**src/rtl/servo_pkg.sv**
```systemverilog
// Shared servo definitions: default clock/tick rates, pulse limits, decoder state
// encoding and a saturating counter helper used by the pulse decoder.
package servo_pkg;

    localparam int unsigned SERVO_CLK_HZ     = 100_000_000;
    localparam int unsigned SERVO_TICK_HZ    = 1_000_000;
    localparam int unsigned SERVO_MIN_US     = 500;
    localparam int unsigned SERVO_MAX_US     = 2500;
    localparam int unsigned SERVO_TIMEOUT_US = 25000;

    typedef enum logic [1:0] {
        SYNC      = 2'd0,
        WAIT_RISE = 2'd1,
        HIGH      = 2'd2
    } dec_state_t;

    function automatic logic [15:0] sat_inc(input logic [15:0] v, input logic en);
        return (en && (v != 16'hFFFF)) ? v + 16'd1 : v;
    endfunction

endpackage

```
**src/rtl/servo_pulse_decoder_if.sv**
```systemverilog
// PWM input and decoded measurement outputs of the servo pulse decoder.
interface servo_pulse_decoder_if;

    logic        pwm_in;
    logic [11:0] pulse_us;
    logic [15:0] period_us;
    logic        pulse_valid;
    logic        range_err;
    logic        signal_lost;

    // master: the decoder; slave: the PWM source / consumer of the measurements
    modport master (
        input  pwm_in,
        output pulse_us, period_us, pulse_valid, range_err, signal_lost
    );

    modport slave (
        output pwm_in,
        input  pulse_us, period_us, pulse_valid, range_err, signal_lost
    );

endinterface

```
**src/rtl/us_tick_gen.sv**
```systemverilog
// Divides the system clock by DIV to give a one-cycle measurement tick;
// restart re-aligns the phase so a tick lands DIV cycles after the restart.
module us_tick_gen #(
    parameter int unsigned DIV = 100
) (
    input  logic clk,
    input  logic rst_n,
    input  logic restart,
    output logic tick
);

    localparam int unsigned W = (DIV > 1) ? $clog2(DIV) : 1;

    logic [W-1:0] cnt;

    always_ff @(posedge clk or negedge rst_n) begin
        if (!rst_n) begin
            cnt <= '0;
        end else if (restart || (cnt == W'(DIV - 1))) begin
            cnt <= '0;
        end else begin
            cnt <= cnt + W'(1);
        end
    end

    assign tick = (cnt == W'(DIV - 1));

endmodule

```
**src/rtl/servo_pulse_decoder.sv**
```systemverilog
// Measures servo PWM high-time and rise-to-rise period in ticks, flags
// out-of-range pulses and declares signal loss after an edge-free timeout.
module servo_pulse_decoder
    import servo_pkg::*;
#(
    parameter int unsigned CLK_HZ     = SERVO_CLK_HZ,
    parameter int unsigned TICK_HZ    = SERVO_TICK_HZ,
    parameter int unsigned MIN_US     = SERVO_MIN_US,
    parameter int unsigned MAX_US     = SERVO_MAX_US,
    parameter int unsigned TIMEOUT_US = SERVO_TIMEOUT_US
) (
    input logic                   clk,
    input logic                   rst_n,
    servo_pulse_decoder_if.master bus
);

    localparam int unsigned DIV = CLK_HZ / TICK_HZ;

    logic sync1, s2, s3;
    logic rise, fall, tick;

    // Synchronizer resets high so a line already high at reset release is
    // not mistaken for a rising edge; the FSM then waits to see it low.
    always_ff @(posedge clk or negedge rst_n) begin
        if (!rst_n) begin
            sync1 <= 1'b1;
            s2    <= 1'b1;
            s3    <= 1'b1;
        end else begin
            sync1 <= bus.pwm_in;
            s2    <= sync1;
            s3    <= s2;
        end
    end

    assign rise = s2 & ~s3;
    assign fall = ~s2 & s3;

    us_tick_gen #(.DIV(DIV)) u_tick (
        .clk     (clk),
        .rst_n   (rst_n),
        .restart (rise),
        .tick    (tick)
    );

    dec_state_t  state;
    logic [15:0] hi_cnt, per_cnt, idle_cnt;
    logic [15:0] hi_eff, per_eff, idle_eff;
    logic        have_frame;
    logic        in_range, timeout, active;
    logic [11:0] pulse_q;
    logic [15:0] period_q;
    logic        valid_q, err_q, lost_q;

    // A tick coinciding with the terminating edge still belongs to the
    // interval, so widths come out as floor(cycles / DIV).
    assign hi_eff   = sat_inc(hi_cnt, tick);
    assign per_eff  = sat_inc(per_cnt, tick);
    assign idle_eff = sat_inc(idle_cnt, tick);
    assign in_range = (hi_eff >= 16'(MIN_US)) && (hi_eff <= 16'(MAX_US));
    assign timeout  = (idle_cnt >= 16'(TIMEOUT_US));
    assign active   = (state == WAIT_RISE) || (state == HIGH);

    always_ff @(posedge clk or negedge rst_n) begin
        if (!rst_n) begin
            state      <= SYNC;
            hi_cnt     <= '0;
            per_cnt    <= '0;
            idle_cnt   <= '0;
            have_frame <= 1'b0;
            pulse_q    <= '0;
            period_q   <= '0;
            valid_q    <= 1'b0;
            err_q      <= 1'b0;
            lost_q     <= 1'b1;
        end else begin
            valid_q <= 1'b0;
            err_q   <= 1'b0;
            unique case (state)
                SYNC: begin
                    hi_cnt     <= '0;
                    per_cnt    <= '0;
                    idle_cnt   <= '0;
                    have_frame <= 1'b0;
                    if (!s2) state <= WAIT_RISE;
                end
                WAIT_RISE: begin
                    if (rise) begin
                        if (have_frame) period_q <= per_eff;
                        have_frame <= 1'b1;
                        hi_cnt     <= '0;
                        per_cnt    <= '0;
                        idle_cnt   <= '0;
                        state      <= HIGH;
                    end else begin
                        per_cnt  <= per_eff;
                        idle_cnt <= idle_eff;
                    end
                end
                HIGH: begin
                    per_cnt <= per_eff;
                    if (fall) begin
                        if (in_range) begin
                            pulse_q <= hi_eff[11:0];
                            valid_q <= 1'b1;
                            lost_q  <= 1'b0;
                        end else begin
                            err_q <= 1'b1;
                        end
                        idle_cnt <= '0;
                        state    <= WAIT_RISE;
                    end else begin
                        hi_cnt   <= hi_eff;
                        idle_cnt <= idle_eff;
                    end
                end
                default: state <= SYNC;
            endcase

            // Placed after the case so a pulse ending on the timeout cycle is
            // still reported before the loss is declared.
            if (active && timeout) begin
                lost_q   <= 1'b1;
                hi_cnt   <= '0;
                per_cnt  <= '0;
                idle_cnt <= '0;
                state    <= SYNC;
            end
        end
    end

    assign bus.pulse_us    = pulse_q;
    assign bus.period_us   = period_q;
    assign bus.pulse_valid = valid_q;
    assign bus.range_err   = err_q;
    assign bus.signal_lost = lost_q;

endmodule

```
**src/flat_wrapper.sv**
```systemverilog
// flat-port wrapper written by rule: the top's interface ports become plain ports
module servo_pulse_decoder_flat import servo_pkg::*;
#(
    parameter int unsigned CLK_HZ     = SERVO_CLK_HZ,
    parameter int unsigned TICK_HZ    = SERVO_TICK_HZ,
    parameter int unsigned MIN_US     = SERVO_MIN_US,
    parameter int unsigned MAX_US     = SERVO_MAX_US,
    parameter int unsigned TIMEOUT_US = SERVO_TIMEOUT_US
)
  (clk, rst_n, bus_pwm_in, bus_pulse_us, bus_period_us, bus_pulse_valid, bus_range_err, bus_signal_lost);
  servo_pulse_decoder_if bus_i ();
  input logic clk;
  input logic rst_n;
  input wire logic [$bits(bus_i.pwm_in)-1:0] bus_pwm_in;
  output wire logic [$bits(bus_i.pulse_us)-1:0] bus_pulse_us;
  output wire logic [$bits(bus_i.period_us)-1:0] bus_period_us;
  output wire logic [$bits(bus_i.pulse_valid)-1:0] bus_pulse_valid;
  output wire logic [$bits(bus_i.range_err)-1:0] bus_range_err;
  output wire logic [$bits(bus_i.signal_lost)-1:0] bus_signal_lost;
  assign bus_i.pwm_in = bus_pwm_in;
  assign bus_pulse_us = bus_i.pulse_us;
  assign bus_period_us = bus_i.period_us;
  assign bus_pulse_valid = bus_i.pulse_valid;
  assign bus_range_err = bus_i.range_err;
  assign bus_signal_lost = bus_i.signal_lost;
  servo_pulse_decoder #(.CLK_HZ(CLK_HZ), .TICK_HZ(TICK_HZ), .MIN_US(MIN_US), .MAX_US(MAX_US), .TIMEOUT_US(TIMEOUT_US)) u_core (.clk(clk), .rst_n(rst_n), .bus(bus_i));
endmodule
```
**config.mk**
```make
export PLATFORM = sky130hd
export DESIGN_NAME = servo_pulse_decoder_flat
export DESIGN_NICKNAME = d
export VERILOG_FILES = /design/src/rtl/servo_pkg.sv /design/src/rtl/servo_pulse_decoder_if.sv /design/src/rtl/us_tick_gen.sv /design/src/rtl/servo_pulse_decoder.sv /design/src/flat_wrapper.sv
export SDC_FILE = /design/constraint.sdc
export NUM_CORES = 1
export LEC_CHECK = 0
export CORE_UTILIZATION = 25
export CTS_BUF_LIST = sky130_fd_sc_hd__clkbuf_2
export DETAILED_ROUTE_END_ITERATION = 6
export SYNTH_ARGS = -nofsm -noshare
export SYNTH_HDL_FRONTEND = slang
export SYNTH_SLANG_ARGS = --single-unit
```
**constraint.sdc**
```tcl
create_clock -name clk -period 7.2 [get_ports clk]
set_input_delay 1.44 -clock clk [delete_from_list [all_inputs] [get_ports clk]]
set_output_delay 1.44 -clock clk [all_outputs]
set_load 0.005 [all_outputs]
```
# [Word-level counts from Yosys, hierarchy flattened]
# Index checks and enable logic that the tools add are counted.
# W data, S select, Z words.
[word_totals] elab_cells=87 out_inout_bits=31 in_bits=3 reg_bits=92
[op_classes] eq_ne=11 muxes=32 n_reduce_logical=19 add_sub_neg=4 bitwise=4 magnitude_cmp=3
[ops] operator="$mux W16" count=11
[ops] operator="$pmux W16 S3" count=3
[ops] operator="$add A16 B1 Y16 const B" count=3
[ops] operator="$ne A16 B16 Y1 const B" count=3
[ops] operator="$ge A16 B15 Y1 const B" count=1
[ops] operator="$ge A16 B9 Y1 const B" count=1
[ops] operator="$le A16 B12 Y1 const B" count=1
[ops] operator="$reduce_and A3 Y1" count=5
[ops] operator="$mux W1" count=11
[ops] operator="$ne A3 B3 Y1 const B" count=3
[ops] operator="$mux W2" count=4
[ops] operator="$reduce_bool A2 Y1" count=4
[ops] operator="$add A7 B1 Y7 const B" count=1
[ops] operator="$eq A7 B7 Y1 const B" count=1
[ops] operator="$mux W7" count=1
[ops] operator="$pmux W2 S3" count=1
[ops] operator="$logic_and A1 B1 Y1" count=5
[ops] operator="$reduce_bool A4 Y1" count=1
[ops] operator="$ne A3 B2 Y1 const B" count=1
[ops] operator="$and A1 B1 Y1" count=2
[ops] operator="$eq A2 B1 Y1 const B" count=1
[ops] operator="$eq A2 B2 Y1 const B" count=1
[ops] operator="$logic_not A2 Y1" count=1
[ops] operator="$logic_or A1 B1 Y1" count=2
[ops] operator="other kinds (4)" count=5

# [Depth between registers and ports, before layout]
# Gate-level depths: netlist of the first run.
[logic_depth] depth_word=9 mapped_depth=12 ltp_nobuf=9

# [Hierarchy]
# A second synthesis of the first run with hierarchy kept.
[unflattened] cells_unflattened=560 hier_area_um2=5128.7
[by_module_without_submodules] module="servo_pulse_decoder" seq_area_each_um2=2132.0 area_each_um2=4809.6 cells_per_inst=529 n_inst=1
[by_module_without_submodules] module="us_tick_gen" seq_area_each_um2=175.2 area_each_um2=319.1 cells_per_inst=31 n_inst=1

# [Worst setup path before layout of the first run]
# OpenSTA, ideal clock, no wires.
[synth_timing] kind="register to register" startpoint="register u_core.u_tick.cnt[0]" endpoint="register u_core.pulse_q[10] (netlist: u_core.bus.pulse_us[10])" n_path_buf=2 setup_slack_ns=4.373 arrival_ns=2.702 stages_incl_launch_ff=12 required_time_ns=7.075 setup_ns=0.125 path_cell_list="dfrtp_1 -> ha_1 -> and4b_1 -> buf_4 -> a311o_1 -> a2111oi_0 -> o211a_1 -> nor3_1 -> a2bb2oi_2 -> nor3_4 -> buf_6 -> mux2_4"
[synth_via] elab_chain_cells=6
[synth_lines] element="from (decl)" line_no="us_tick_gen.sv:14" text="logic [W-1:0] cnt;"
[synth_lines] element="from (signal assigned)" line_no="us_tick_gen.sv:22" text="cnt <= cnt + W'(1);"
[synth_lines] element="$eq A7 B7 Y1 *" line_no="us_tick_gen.sv:26" text="assign tick = (cnt == W'(DIV - 1));"
[synth_lines] element="$logic_and A1 B1 Y1 *" line_no="servo_pkg.sv:18" text="return (en && (v != 16'hFFFF)) ? v + 16'd1 : v;"
[synth_lines] element="$mux W16 *" line_no="servo_pkg.sv:18"
[synth_lines] element="$ge A16 B9 Y1 / $le A16 B12 Y1 (equally long branches)" line_no="servo_pulse_decoder.sv:60" text="assign in_range = (hi_eff >= 16'(MIN_US)) && (hi_eff <= 16'(MAX_US));"
[synth_lines] element="$logic_and A1 B1 Y1" line_no="servo_pulse_decoder.sv:60"
[synth_lines] element="$reduce_and A3 Y1 (no source line)"
[synth_lines] element="to (signal assigned)" line_no="servo_pulse_decoder.sv:104" text="pulse_q <= hi_eff[11:0];"
[synth_lines] element="to (decl)" line_no="servo_pulse_decoder.sv:51" text="logic [11:0] pulse_q;"
# Every way passes the cells marked *; elsewhere a longest branch is shown, timed or not.
# A chain may end at the register's enable or synchronous reset.

# [Final worst setup path of the first run]
[layout_timing] startpoint="register u_core.hi_cnt[0]" endpoint="register u_core.pulse_q[0] (netlist: u_core.bus.pulse_us[0])"
[layout_via] elab_chain_cells=6
[layout_lines] element="from (decl)" line_no="servo_pulse_decoder.sv:47" text="logic [15:0] hi_cnt, per_cnt, idle_cnt;"
[layout_lines] element="from (signal assigned)" line_no="servo_pulse_decoder.sv:113" text="hi_cnt <= hi_eff;"
[layout_lines] element="parallel branches: the longest is 2 deep, another holds $add A16 B1 Y16"
[layout_lines] element="$mux W16 *" line_no="servo_pkg.sv:18"
[layout_lines] element="$ge A16 B9 Y1 / $le A16 B12 Y1 (equally long branches)" line_no="servo_pulse_decoder.sv:60"
[layout_lines] element="$logic_and A1 B1 Y1" line_no="servo_pulse_decoder.sv:60"
[layout_lines] element="$reduce_and A3 Y1 (no source line)"
# Every way passes the cells marked *.

==> results.py, run 1 <==
metrics = {
    "logic_synthesis": {
        "syn-mean-instance-area_um2": 9.03,
        "synth.yosys.seq_area_share_pct": 43.7,
        "yosys.cell_types.count": 63,
        "synth-edff-count": 0,
        "synth-warning-count": 0,
        "synth.net_count": 598,
        "synth_xor_xnor_area_share_pct": 5.15,
        "number_of_cells_produced_by_synthesis": 584,
        "area_fraction_in_and_or_nand_and_nor_cells_after_synthesis_pct": 21.1,
        "synthArstFlopShare_pct": 100,
        "post_synth_adder_cell_area_pct": 2.61,
        "synth_compound_area_share_pct": 19.7,
        "synth.ff_latch_count": 92,
        "dominant_combinational_cell_family_by_area_after_synthesis": "simple AND/OR/NAND/NOR gates",
        "syn_area_um2": 5280,
        "dominantRegCellSynth": "sky130_fd_sc_hd__dfrtp_1",
        "mux_contribution_to_synthesized_area_pct": 3.49,
    },
    "timing": {
        "timing.final.setup_violations": 0,
        "clock-skew-final_ps": 31.6,
        "timing.max_slew.rel_slack_pct": 29.8,
        "finalSetupTns_ps": 0,
        "maximum_frequency_from_static_timing_analysis_mhz": 258,
        "report.final.slew_viol_count": 0,
        "unrepaired_setup_endpoints_after_global_routing": "false",
        "worst-slew-pin-transition_ps": 1050,
        "hold_ws_ps": 378,
        "min_period_over_period_pct": 53.8,
        "layout_setup_ws_ps": 3330,
        "number_of_hold_violations_in_the_final_report": 0,
        "fin_crit_ps": 3870,
    },
    "setup_path": {
        "critical_path_fanout_max": 13,
        "criticalPathCategory": "reg2reg",
        "crit_path_cell_trace": "ha_1, nand4_1, nor4_4, or3_1, o22ai_1, o31ai_1, nand3b_1, nor3_4, mux2_2",
        "critical_path_required_ps": 7720,
        "cp-start-kind": "flip-flop",
        "crit_path_max_incr_delay_ps": 610,
        "capturing_element_type_of_the_critical_path": "flip-flop",
        "cp_data_arrival_time_ps": 4390,
        "timing.critical_path.slowest_stage_cell": "sky130_fd_sc_hd__nor3_4",
    },
    "cells_and_area": {
        "synthToLayoutAreaGrowth_pct": 12.2,
        "final_area_um2": 5920,
        "most_common_library_cell_in_the_layout_ignoring_fill_and_taps": "sky130_fd_sc_hd__dfrtp_1",
        "nNetsFinal": 610,
        "fillerInstances": 2186,
        "fin_util_pct": 29.0,
        "final_cell_mix": "88 x sky130_fd_sc_hd__dfrtp_1, 76 x sky130_fd_sc_hd__o21ai_0, 71 x sky130_fd_sc_hd__nand2_1",
        "layout-drive-gt1-share_pct": 7.82,
    },
    "clock_tree": {
        "cts_resized": 0,
        "htree_levels": 3,
        "cts_post_setup_buffers_inserted": 0,
        "clk_transition_reported_paths_ps": 240,
        "cts.hold.buffers_added": 0,
        "clock-sinks": 92,
        "clock_tree_from_tritoncts": "yes",
        "cts_inserted_buffers": 9,
        "cts-root-to-sink-buffers": 2,
        "clock_latency_ps": 620,
        "root_buffer": "sky130_fd_sc_hd__clkbuf_2",
    },
    "detailed_routing": {
        "post-route-drc-count": 0,
        "vias_per_instance": 4.98,
        "via_count": 4346,
        "dr.first_iter.drc_count": 262,
        "antenna_left": 0,
        "drt_pass1_iterations": 5,
        "wire_per_inst_um": 13.9,
        "finalWirelength_um": 12200,
    },
    "power_and_ir_drop": {
        "irDropWorstVdd_v": 0.0000820,
        "power.leakage_uw": 0.00236,
        "power_density_nw_per_um2": 189,
    },
    "die": {
        "die_area_um2": 21700,
        "ioPinCount": 34,
        "row_count": 52,
        "fp.dieH_um": 147,
        "die_width_um": 147,
        "initial_utilization_pct": 25.8,
        "core_area_um2": 20400,
    },
    "grt": {
        "pin_count_of_the_biggest_net_entering_global_routing": 68,
        "first_pass_grt_wire_length_um": 20400,
        "antenna_violations_before_repair": 1,
        "global_route.overflow_total": 0,
        "via_count_of_the_first_global_routing_pass": 3984,
        "global_route.usage.total_pct": 11.7,
    },
    "min_path": {
        "hold_path.class": "reg2reg",
    },
    "place": {
        "post-dp-hpwl_um": 8310,
        "dp_slack_ps": 3360,
        "placement.cell_area_um2": 5800,
        "port_buffers": 33,
        "place.gp.congestion": 0.898,
    },
    "run_status": {
        "outcome": "finished, final reports clean",
    },
    "run": {
        "cap_violations": 0,
    },
}
[cell usage after synthesis (all sizes together), types with 4 or more instances]
| cell | count | area share [%] |
|---|---|---|
| o31ai | 20 | 2.8 |
| nand4 | 12 | 1.7 |
| nand3 | 29 | 2.8 |
| nor2 | 47 | 3.3 |
| o21ai | 77 | 7.3 |
| dfrtp | 88 | 42 |
| o41ai | 6 | 1.1 |
| ha | 11 | 2.6 |
| nor3 | 10 | 1.3 |
| o22ai | 4 | 0.47 |
| clkbuf | 22 | 1.6 |
| mux2 | 11 | 2.9 |
| and3 | 14 | 1.7 |
| nand2 | 72 | 5.2 |
| xnor2 | 19 | 3.2 |
| xor2 | 12 | 2.0 |
| o21bai | 4 | 0.57 |
| a31oi | 14 | 1.7 |
| and4 | 5 | 0.83 |
| buf | 15 | 1.8 |
| and2 | 5 | 0.59 |
| a21oi | 17 | 1.6 |
| dfstp | 4 | 2.0 |
| nor4 | 5 | 1.1 |
| inv | 13 | 0.92 |
| nand2b | 5 | 0.59 |
[metrics by stage]
step,instances,power [uW]
6_report,872,1120
5_1_grt,872,1200
4_1_cts,871,1130
3_5_place_dp,855,862
3_3_place_gp,855,861
2_1_floorplan,584,777
[metal layers]
layer  track usage (%)  vias up  share of wire [%]
li1                  -     2132                  -
met1              16.7     2109                 50
met2              17.4       94                 45
met3              2.70       11                3.8
met4              3.81        0                1.3
met5                 0        -                  0
[worst max-delay path: cells and delay by family, from the launching register on]
family	cells	cell delay [ps]
compound gates	2	230
fa+ha+maj	1	480
flops	1	580
mux	1	410
simple gates	5	2100
[final cells by class]
type	instances	area [um^2]	area share [%]
antenna	1	2.50	0.0423
clock buffer	9	45.0	0.761
clock inverter	7	66.3	1.12
inverter	13	48.8	0.825
multi-input combinational	442	2750	46.4
sequential	92	2310	39.0
tap	270	338	5.71
timing repair buffer	38	365	6.17
[flip-flops by register name, indices dropped and copies added, names as in the netlist]
signal and cells:
u_core.idle_cnt 16, u_core.state 2, u_core.bus.pulse_valid 1, u_core.bus.period_us 16, u_core.s3 1, u_core.hi_cnt 16
u_core.have_frame 1, u_core.bus.range_err 1, u_core.s2 1, u_core.u_tick.cnt 7, u_core.bus.pulse_us 12, u_core.per_cnt 16
u_core.bus.signal_lost 1, u_core.sync1 1
[cell families (layout without fill, tap and decap cells)]
family | count (synthesis) | in the layout
AOI/OAI and AO/OA | 167 | 167
adders and majority gates | 11 | 11
other | 0 | 1
buffers and inverters | 50 | 67
and+or+nand+nor | 219 | 219
DFF | 92 | 92
muxes | 14 | 14
xor gates and xnor gates | 31 | 31
[power by group]
group	internal [uW]	leakage (uW)	switching, uW
Clock	78.7	0.0000650	187
Combinational	100	0.00103	203
Sequential	535	0.00126	15.2
Total	714	0.00236	405
[worst paths after layout]
check                                                      to  cells past startpoint  slack [ps]                    startpoint
setup / recovery           u_core.bus.pulse_us[0]$_DFFE_PN0P_                      9        3330  u_core.hi_cnt[0]$_DFFE_PN0P_
hold / removal                            u_core.s2$_DFF_PN1_                      0         380        u_core.sync1$_DFF_PN1_
setup reg to reg           u_core.bus.pulse_us[0]$_DFFE_PN0P_                      9        3330  u_core.hi_cnt[0]$_DFFE_PN0P_
hold reg to reg                           u_core.s2$_DFF_PN1_                      0         380        u_core.sync1$_DFF_PN1_
max in group asynchronous       u_core.hi_cnt[15]$_DFFE_PN0P_                      2        5360                         rst_n
min in group asynchronous        u_core.hi_cnt[5]$_DFFE_PN0P_                      1         670                         rst_n
(Power assumes the default switching activity.)
==> inputs of run 2 (changes only) <==
==> constraint.sdc (replaced) <==
create_clock -name clk -period 3.4 [get_ports clk]
set_input_delay 0.68 -clock clk [delete_from_list [all_inputs] [get_ports clk]]
set_output_delay 0.68 -clock clk [all_outputs]
set_load 0.005 [all_outputs]
==> results.py, run 2 (synthesis results as in run 1) <==
metrics = {
    "die": {
        "ioPinCount": 34,
        "die_area_um2": 21700,
        "row_count": 52,
        "initial_utilization_pct": 25.8,
        "fp.dieH_um": 147,
        "core_area_um2": 20400,
        "die_width_um": 147,
    },
    "detailed_routing": {
        "post-route-drc-count": 0,
        "antenna_left": 0,
        "wire_per_inst_um": 14.3,
        "dr.first_iter.drc_count": 409,
        "vias_per_instance": 4.99,
        "via_count": 4471,
        "drt_pass1_iterations": 5,
        "finalWirelength_um": 12800,
    },
    "cells_and_area": {
        "layout.area.seq_um2": 2310,
        "synthToLayoutAreaGrowth_pct": 16.0,
        "multi_input_area_um2": 2750,
        "layout-drive-gt1-share_pct": 11.5,
        "final_cell_mix": "88 x sky130_fd_sc_hd__dfrtp_1, 76 x sky130_fd_sc_hd__o21ai_0, 71 x sky130_fd_sc_hd__nand2_1",
        "most_common_library_cell_in_the_layout_ignoring_fill_and_taps": "sky130_fd_sc_hd__dfrtp_1",
        "fin_util_pct": 30.0,
        "nNetsFinal": 634,
        "fillerInstances": 2174,
    },
    "timing": {
        "fin_crit_ps": 3130,
        "unrepaired_setup_endpoints_after_global_routing": "false",
        "timing.max_slew.rel_slack_pct": 56.1,
        "worst-slew-pin-transition_ps": 659,
        "timing.final.setup_violations": 0,
        "number_of_hold_violations_in_the_final_report": 0,
        "hold_ws_ps": 375,
        "report.final.slew_viol_count": 0,
        "min_period_over_period_pct": 92.0,
        "finalSetupTns_ps": 0,
        "clock-skew-final_ps": 38.3,
        "maximum_frequency_from_static_timing_analysis_mhz": 320,
    },
    "place": {
        "place.gp.congestion": 0.912,
        "post-dp-hpwl_um": 8980,
        "port_buffers": 33,
    },
    "power_and_ir_drop": {
        "irDropWorstVdd_v": 0.000237,
        "power_density_nw_per_um2": 388,
        "power.leakage_uw": 0.00248,
    },
    "setup_path": {
        "cp-start-kind": "flip-flop",
        "cp.buffers_inverters": 1,
        "timing.critical_path.max_delay_family": "simple AND/OR/NAND/NOR gates",
        "crit_path_cell_trace": "ha_1, and4b_1, nand2_2, or3_1, o211ai_1, o41ai_2, a2bb2oi_2, nor3_4, buf_12, mux2_2",
        "cp_data_arrival_time_ps": 3670,
        "critical_path_fanout_max": 10,
        "crit_path_max_incr_delay_ps": 550,
        "capturing_element_type_of_the_critical_path": "flip-flop",
        "critical_path_required_ps": 3940,
        "criticalPathCategory": "reg2reg",
        "timing.critical_path.slowest_stage_cell": "sky130_fd_sc_hd__or3_1",
    },
    "min_path": {
        "hold_path.class": "reg2reg",
    },
    "grt": {
        "global_route.usage.total_pct": 12.4,
        "via_count_of_the_first_global_routing_pass": 4147,
        "global_route.usage.met2_pct": 18.4,
        "grtUsageMet3_pct": 3.11,
        "grt_use_met1_pct": 17.4,
        "global_route.peak_usage_layer": "met2",
        "antenna_violations_before_repair": 1,
        "pin_count_of_the_biggest_net_entering_global_routing": 50,
        "global_route.overflow_total": 0,
        "first_pass_grt_wire_length_um": 21500,
    },
    "clock_tree": {
        "clock-sinks": 92,
        "root_buffer": "sky130_fd_sc_hd__clkbuf_2",
        "clock_tree_from_tritoncts": "yes",
        "clock_latency_ps": 650,
        "clk_transition_reported_paths_ps": 260,
        "cts_inserted_buffers": 9,
        "cts-root-to-sink-buffers": 2,
        "htree_levels": 3,
    },
    "run": {
        "cap_violations": 0,
    },
    "run_status": {
        "outcome": "finished, final reports clean",
    },
}
run 2: cell types whose count changed in the layout (fill, tap and decap cells not counted), sizes merged:
cell / change
dlygate4sd3: +1
bufinv: -1
buf: +23
clkinvlp: +1
run 2: final timing paths:
check,start,depth (start not counted),endpoint,slack (ps)
max,u_core.u_tick.cnt[0]$_DFF_PN0_,10,u_core.bus.pulse_us[1]$_DFFE_PN0P_,270
min reg2reg,u_core.sync1$_DFF_PN1_,0,u_core.s2$_DFF_PN1_,370
min,u_core.sync1$_DFF_PN1_,0,u_core.s2$_DFF_PN1_,370
max reg2reg,u_core.u_tick.cnt[0]$_DFF_PN0_,10,u_core.bus.pulse_us[1]$_DFFE_PN0P_,270
min in group asynchronous,rst_n,2,u_core.hi_cnt[10]$_DFFE_PN0P_,550
max in group asynchronous,rst_n,3,u_core.sync1$_DFF_PN1_,2130
run 2: layer usage:
metal / wire (um) / share of wire [%]
met1: 6200 / 48
met2: 5750 / 45
met3: 684 / 5.3
met4: 208 / 1.6
met5: 0 / 0
run 2: stage by stage:
step	power (uW)	worst slack, ps	cell area, um^2	std cells
5_1_grt	2530	19.4	6120	896
6_report	2370	272	6120	896
2_1_floorplan	1650	573	5280	584
4_1_cts	2400	184	6090	893
3_3_place_gp	1860	251	5990	876
3_5_place_dp	1870	236	5990	876
run 2: power by group:
group | switching, uW | internal (uW) | total, uW
Sequential | 30.8 | 1130 | 1160
Clock | 420 | 100 | 521
Combinational | 452 | 236 | 689
run 2: area by class of cell:
| class | count | area share, % |
|---|---|---|
| antenna | 1 | 0.0409 |
| clock buffer | 9 | 0.736 |
| clock inverter | 7 | 0.859 |
| inverter | 13 | 0.797 |
| multi-input combinational | 442 | 45.0 |
| sequential | 92 | 37.7 |
| tap | 270 | 5.52 |
| timing repair buffer | 62 | 9.36 |
run 2: repair_timing:
action                                  in CTS  in global routing
hold buffers                                 1                  0
endpoints found under the setup margin       0                 11
buffers inserted                             0                  2
endpoints found under the hold margin        8                  0
resized for setup                            0                  1
